**src/rtl/spi_slave_regs_pkg.sv**
```systemverilog
// rtl/spi_slave_regs_pkg.sv - shared SPI command codes, FSM encoding and helpers
package spi_slave_regs_pkg;

    localparam logic [7:0] CMD_WRITE = 8'h0A;
    localparam logic [7:0] CMD_READ  = 8'h0B;

    localparam logic [2:0] ST_IDLE   = 3'd0;
    localparam logic [2:0] ST_CMD    = 3'd1;
    localparam logic [2:0] ST_ADDR   = 3'd2;
    localparam logic [2:0] ST_WDATA  = 3'd3;
    localparam logic [2:0] ST_RDATA  = 3'd4;
    localparam logic [2:0] ST_IGNORE = 3'd5;

    // MSB-first serial shift: new bit enters at the LSB
    function automatic logic [7:0] shift_in(input logic [7:0] value, input logic bit_in);
        return {value[6:0], bit_in};
    endfunction

endpackage

```
**src/rtl/spi_sync.sv**
```systemverilog
// rtl/spi_sync.sv - N-stage synchronizer with level and edge outputs
module spi_sync #(
    parameter int   STAGES    = 2,
    parameter logic RESET_VAL = 1'b0
) (
    input  logic clk,
    input  logic resetn,
    input  logic d,
    output logic q,
    output logic toggle
);

    logic [STAGES-1:0] sync_q;
    logic              prev_q;
    // Marks which stages hold samples taken after reset, so reset values never fake an edge
    logic [STAGES:0]   vld_q;

    // Shift the asynchronous input through the chain and keep one extra sample for edge detect
    always_ff @(posedge clk) begin
        if (!resetn) begin
            sync_q <= {STAGES{RESET_VAL}};
            prev_q <= RESET_VAL;
            vld_q  <= '0;
        end else begin
            sync_q <= {sync_q[STAGES-2:0], d};
            prev_q <= sync_q[STAGES-1];
            vld_q  <= {vld_q[STAGES-1:0], 1'b1};
        end
    end

    assign q      = sync_q[STAGES-1];
    assign toggle = vld_q[STAGES] & (sync_q[STAGES-1] ^ prev_q);

endmodule

```
**src/rtl/spi_slave_regs.sv**
```systemverilog
// rtl/spi_slave_regs.sv - SPI mode-0 slave bridging to a byte register bus
module spi_slave_regs
    import spi_slave_regs_pkg::*;
#(
    parameter int SYNC_STAGES = 2,
    parameter int ADDR_W      = 8
) (
    input  logic              clk_i,
    input  logic              rst_i,
    input  logic              sck_i,
    input  logic              ncs_i,
    input  logic              mosi_i,
    output logic              miso_o,
    output logic              miso_oe_o,
    output logic [ADDR_W-1:0] reg_addr_o,
    output logic [7:0]        reg_wdata_o,
    output logic              reg_we_o,
    output logic              reg_re_o,
    input  logic [7:0]        reg_rdata_i,
    output logic              busy_o,
    output logic              cmd_err_o
);

    logic                   sck_q, sck_tgl, ncs_q, ncs_tgl;
    logic                   sck_rise, sck_fall, ncs_rise, ncs_fall;
    logic [SYNC_STAGES-1:0] mosi_sync;
    logic                   mosi_s;
    logic [2:0]             state;
    logic [2:0]             bit_cnt;
    logic [7:0]             rx_shift, tx_shift, rx_next;
    logic                   cmd_rd, re_req, load_pend, byte_done;

    spi_sync #(.STAGES(SYNC_STAGES), .RESET_VAL(1'b0)) u_sck_sync (
        .clk    (clk_i),
        .resetn (rst_i),
        .d      (sck_i),
        .q      (sck_q),
        .toggle (sck_tgl)
    );

    spi_sync #(.STAGES(SYNC_STAGES), .RESET_VAL(1'b1)) u_ncs_sync (
        .clk    (clk_i),
        .resetn (rst_i),
        .d      (ncs_i),
        .q      (ncs_q),
        .toggle (ncs_tgl)
    );

    assign sck_rise = sck_tgl & sck_q;
    assign sck_fall = sck_tgl & ~sck_q;
    assign ncs_rise = ncs_tgl & ncs_q;
    assign ncs_fall = ncs_tgl & ~ncs_q;

    // Delay mosi by the same depth as sck so the sampled bit lines up with the detected rise
    always_ff @(posedge clk_i) begin
        if (!rst_i) begin
            mosi_sync <= '0;
        end else begin
            mosi_sync <= {mosi_sync[SYNC_STAGES-2:0], mosi_i};
        end
    end

    assign mosi_s    = mosi_sync[SYNC_STAGES-1];
    assign rx_next   = shift_in(rx_shift, mosi_s);
    assign byte_done = (state != ST_IDLE) && sck_rise && (bit_cnt == 3'd7);

    // Transaction FSM, serial shifters and register-bus strobes
    always_ff @(posedge clk_i) begin
        if (!rst_i) begin
            state       <= ST_IDLE;
            bit_cnt     <= '0;
            rx_shift    <= '0;
            tx_shift    <= '0;
            cmd_rd      <= 1'b0;
            re_req      <= 1'b0;
            load_pend   <= 1'b0;
            reg_addr_o  <= '0;
            reg_wdata_o <= '0;
            reg_we_o    <= 1'b0;
            reg_re_o    <= 1'b0;
            cmd_err_o   <= 1'b0;
        end else begin
            reg_we_o  <= 1'b0;
            cmd_err_o <= 1'b0;
            re_req    <= 1'b0;
            reg_re_o  <= re_req;
            load_pend <= reg_re_o;

            // A write strobe is followed by the auto-increment for the next burst byte
            if (reg_we_o) begin
                reg_addr_o <= reg_addr_o + 1'b1;
            end

            // Read data lands one cycle after the read strobe; otherwise shift on falls,
            // except at the byte boundary so the fresh MSB stays on the line
            if (load_pend) begin
                tx_shift <= reg_rdata_i;
            end else if (state == ST_RDATA && sck_fall && bit_cnt != 3'd0) begin
                tx_shift <= {tx_shift[6:0], 1'b0};
            end

            if (state == ST_IDLE) begin
                if (ncs_fall) begin
                    state    <= ST_CMD;
                    bit_cnt  <= '0;
                    rx_shift <= '0;
                end
            end else begin
                if (sck_rise) begin
                    rx_shift <= rx_next;
                    bit_cnt  <= bit_cnt + 3'd1;
                end
                if (byte_done) begin
                    case (state)
                        ST_CMD: begin
                            if (rx_next == CMD_WRITE) begin
                                cmd_rd <= 1'b0;
                                state  <= ST_ADDR;
                            end else if (rx_next == CMD_READ) begin
                                cmd_rd <= 1'b1;
                                state  <= ST_ADDR;
                            end else begin
                                cmd_err_o <= 1'b1;
                                state     <= ST_IGNORE;
                            end
                        end
                        ST_ADDR: begin
                            reg_addr_o <= ADDR_W'(rx_next);
                            state      <= cmd_rd ? ST_RDATA : ST_WDATA;
                            re_req     <= cmd_rd;
                        end
                        ST_WDATA: begin
                            reg_wdata_o <= rx_next;
                            reg_we_o    <= 1'b1;
                        end
                        ST_RDATA: begin
                            reg_addr_o <= reg_addr_o + 1'b1;
                            re_req     <= 1'b1;
                        end
                        default: begin
                        end
                    endcase
                end
                // Deselect wins over the state chosen above but a completed byte still counts
                if (ncs_rise) begin
                    state   <= ST_IDLE;
                    bit_cnt <= '0;
                end
            end
        end
    end

    assign miso_o    = (state == ST_RDATA) & tx_shift[7];
    assign miso_oe_o = ~ncs_q;
    assign busy_o    = (state != ST_IDLE);

endmodule

```
**config.mk**
```make
export PLATFORM = sky130hd
export DESIGN_NAME = spi_slave_regs
export DESIGN_NICKNAME = d
export VERILOG_FILES = /design/src/rtl/spi_slave_regs_pkg.sv /design/src/rtl/spi_sync.sv /design/src/rtl/spi_slave_regs.sv
export SDC_FILE = /design/constraint.sdc
export NUM_CORES = 1
export LEC_CHECK = 0
export BUFFER_PORTS_ARGS = -buffer_cell sky130_fd_sc_hd__buf_4
export CELL_PAD_IN_SITES_DETAIL_PLACEMENT = 1
export CELL_PAD_IN_SITES_GLOBAL_PLACEMENT = 2
export CORE_UTILIZATION = 35
export DETAILED_ROUTE_END_ITERATION = 12
export PLACE_DENSITY = 0.83
export SLEW_MARGIN = 30
export SYNTH_ARGS = -nofsm -noshare
export SYNTH_HDL_FRONTEND = slang
export SYNTH_HIERARCHICAL = 1
export SYNTH_SLANG_ARGS = --single-unit
export TNS_END_PERCENT = 100
```
**constraint.sdc**
```tcl
create_clock -name clk_i -period 2.31 [get_ports clk_i]
set_clock_uncertainty 0.2 [all_clocks]
set_input_delay 0.1155 -clock clk_i [delete_from_list [all_inputs] [get_ports clk_i]]
set_output_delay 0.1155 -clock clk_i [all_outputs]
set_load 0.03 [all_outputs]
```
==> parameters.txt <==
Parameter                              Value

Die
  Die extent in y    87.40 µm
  Width of the chip    87.40 µm
  Number of placed I/O pins    35
  Number of cell rows    30
  Area enclosed by the die boundary    0.007638 mm²
  Initial Util    36.96%
  Core Box Area    0.006907 mm²

Final layout
  Multi-input gate area in the final layout    0.001325 mm²
  Register Area    0.001141 mm²
  Commonest cells after routing, fill and taps aside    dfxtp_1, buf_4, nor2_1
  Fraction of final layout cells with drive strength greater than 1    22.87%
  Area grow syn2layout    28.68%
  Number of antenna cells inserted    0
  Nets@finish    341
  Number of inserted filler cells in the final layout    817
  Post-Layout Cell Count    424
  Most common library cell in the layout ignoring fill and taps    dfxtp_1

Logic synthesis
  Net count of the mapped netlist    282
  Number of distinct library cells after synthesis    58
  Yosys warning count    6
  Synth Register Bits    57
  Number of enable flip-flop cells after synthesis    0
  Sequential cell area fraction in the yosys report    44.71%
  Proportion of synthesized flip-flops having asynchronous set or reset    0%
  Cells after Synth    265
  Most used DFF post-synth    dfxtp_1
  Mean instance size in the synthesized netlist    9.632 µm²
  Netlist Area Pre-Place    0.002552 mm²

GRT
  Met1 Usage GRT    22.84%
  Total Routing Usage GR    18.47%
  Number of antenna violations at the first check in global routing    0
  Grt peak-use layer    met2
  Met3 layer usage reported by global route    6.256%
  Fraction of met2 tracks used by global routing    30.33%
  Number of global-route vias before repair    2194
  Aggregate global routing overflow    0
  Global-route wire length before repair    10800 µm
  Largest net degree at the start of global routing    23

Timing
  Portion of the clock cycle consumed by the worst path in the final layout    90.12%
  Worst-margin pin slew    560.5 ps
  Normalized max-slew margin    62.58%
  Time the final worst path needs with I/O delays and setup    2082 ps
  Total Neg Setup Slack    0 ps
  Setup repair after global routing missed its margin    no
  Count of final setup violators    0
  Final worst hold slack    226.2 ps
  Final hold violations    0
  Highest achievable clock rate    0.4804 GHz
  Max-slew violation total from the final report    0

Routing
  Final routed wire length divided by cell count    15.04 µm
  Drt pass-1 iters    4
  Number of DRC violations after detailed-routing iteration 0    55
  Remaining routing DRC violations    0
  Via count    2182
  Final Routed Wirelength    6379 µm
  Antenna Violating Nets Remaining    0
  Detailed-route vias per instance    5.146

Setup path
  Kind of capture point of the worst setup path    register
  Setup slack, reg-to-reg    230 ps
  Kind of critical path    reg -> reg
  Critical-path maximum fanout    8
  Worst Path Required    2360 ps
  Critical path startpoint category    register
  Data arrival time of the critical path    2130 ps

Min path
  Type of the tightest min-delay check    reg -> reg

Clocking
  Number of buffers added by the clock tree synthesis step    9
  Clock root buffer master    clkbuf_8
  Largest buffer count on any clock path    2
  Clock tree from TritonCTS    done
  Clock sinks    57
  Number of setup buffers added after CTS    0
  CTS HTree Levels    3
  Clk_lat worst skew    340 ps
  Clock transition at the registers of the reported paths    60 ps

Power
  Pwr per Cell Area    590.4 mW/mm²
  IR Drop Worst-Case VDD    385.8 µV
  Static leakage power    1.305 nW

Placed design
  Routability Congestion    0.7749
  Post-DP HPWL    4369 µm
  Placed instance count    394
  Count of input and output buffers    34

Run
  Max-capacitance violation count    0

Outcome
  Outcome    completed
-- path summary, 6_finish.rpt --
| kind | from | end | cells after the start |
|---|---|---|---|
| hold / removal | u_ncs_sync/sync_q[0] | u_ncs_sync/sync_q[1] | 1 |
| setup reg to reg | u_ncs_sync/sync_q[1] | state[2] | 6 |
| hold reg to reg | u_ncs_sync/sync_q[0] | u_ncs_sync/sync_q[1] | 1 |
| setup / recovery | u_ncs_sync/sync_q[1] | state[2] | 6 |
-- where the power goes --
group	switching, mW	total, mW	internal (mW)	leakage, nW
Sequential	0.00486	0.999	0.994	0.462
Combinational	0.0307	0.0722	0.0415	0.750
Clock	0.381	0.868	0.487	0.0929
Total	0.417	1.94	1.52	1.31
-- cells in the mapped netlist (5+ instances only) --
| cell type | count | share of area [%] |
|---|---|---|
| dfxtp_1 | 57 | 45 |
| clkbuf_1 | 6 | 0.88 |
| a22oi_1 | 10 | 2.9 |
| inv_1 | 6 | 0.88 |
| xor2_1 | 7 | 2.4 |
| and2_1 | 13 | 3.2 |
| buf_2 | 6 | 1.2 |
| a211oi_1 | 9 | 2.6 |
| nand2_1 | 9 | 1.3 |
| mux2i_1 | 17 | 6.7 |
| nor2_1 | 32 | 4.7 |
| o21ai_1 | 5 | 0.98 |
| o22ai_1 | 6 | 1.5 |
| nand3_1 | 10 | 2.0 |
-- through the flow --
step / power, mW / instance area [µm²] / utilization (%) / setup slack [ps]
after floorplan: 1.042 / 2552 / - / 371.7
after global placement: 1.071 / 2954 / 42.77 / 270.4
after detailed placement: 1.072 / 2954 / 42.77 / 209.7
after CTS: 1.977 / 3281 / 47.50 / 139.2
after global routing: 2.034 / 3284 / 47.55 / 74.62
final: 1.939 / 3284 / 47.55 / 228.3
-- worst max-delay path, stage by stage, from the launching register on --
cell	delay [ps]
dfxtp_1	460
xor2_1	170
and2_1	230
or3b_1	400
a21boi_2	240
nor2_1	70
o31ai_1	220
-- flip-flops by register name, indices dropped and copies added, names as in the netlist, 3 cells and up --
signal / flops
state: 3
u_sck_sync/vld_q: 3
bit_cnt: 3
tx_shift: 8
reg_wdata_o: 8
reg_addr_o: 8
u_ncs_sync/vld_q: 3
rx_shift: 7
-- logic make-up after synthesis --
kind of cell	count (synthesis)	share of synthesized area (%)
buffers and inverters	20	3.529
adder cells (fa/ha/maj)	4	1.961
AND/OR/NAND/NOR	98	22.40
multiplexers	17	6.667
AO/OA/AOI/OAI	58	16.96
flip-flops	57	44.71
XOR/XNOR	11	3.774
-- timing repair --
| item | CTS | global route |
|---|---|---|
| endpoints found under the hold margin | 26 | 0 |
| resized for setup | 0 | 1 |
| hold buffers | 15 | 0 |
| setup endpoints to repair | 0 | 1 |
-- area by class of cell --
type                            count  share of cell area (%)
Clock buffer                       11                   4.000
Clock inverter                      4                   1.371
Inverter                            7                  0.8000
Multi-Input combinational cell    188                   40.34
Sequential cell                    57                   34.74
Tap cell                           96                   3.657
Timing Repair Buffer               61                   15.09
-- routing by layer --
layer  part of all wire (%)  up-vias
met5                      0        -
met2                     48       36
met3                    3.8        8
li1                       -     1075
met4                    1.1        0
met1                     47     1063
Note: power is estimated with default switching activity, not from simulation.
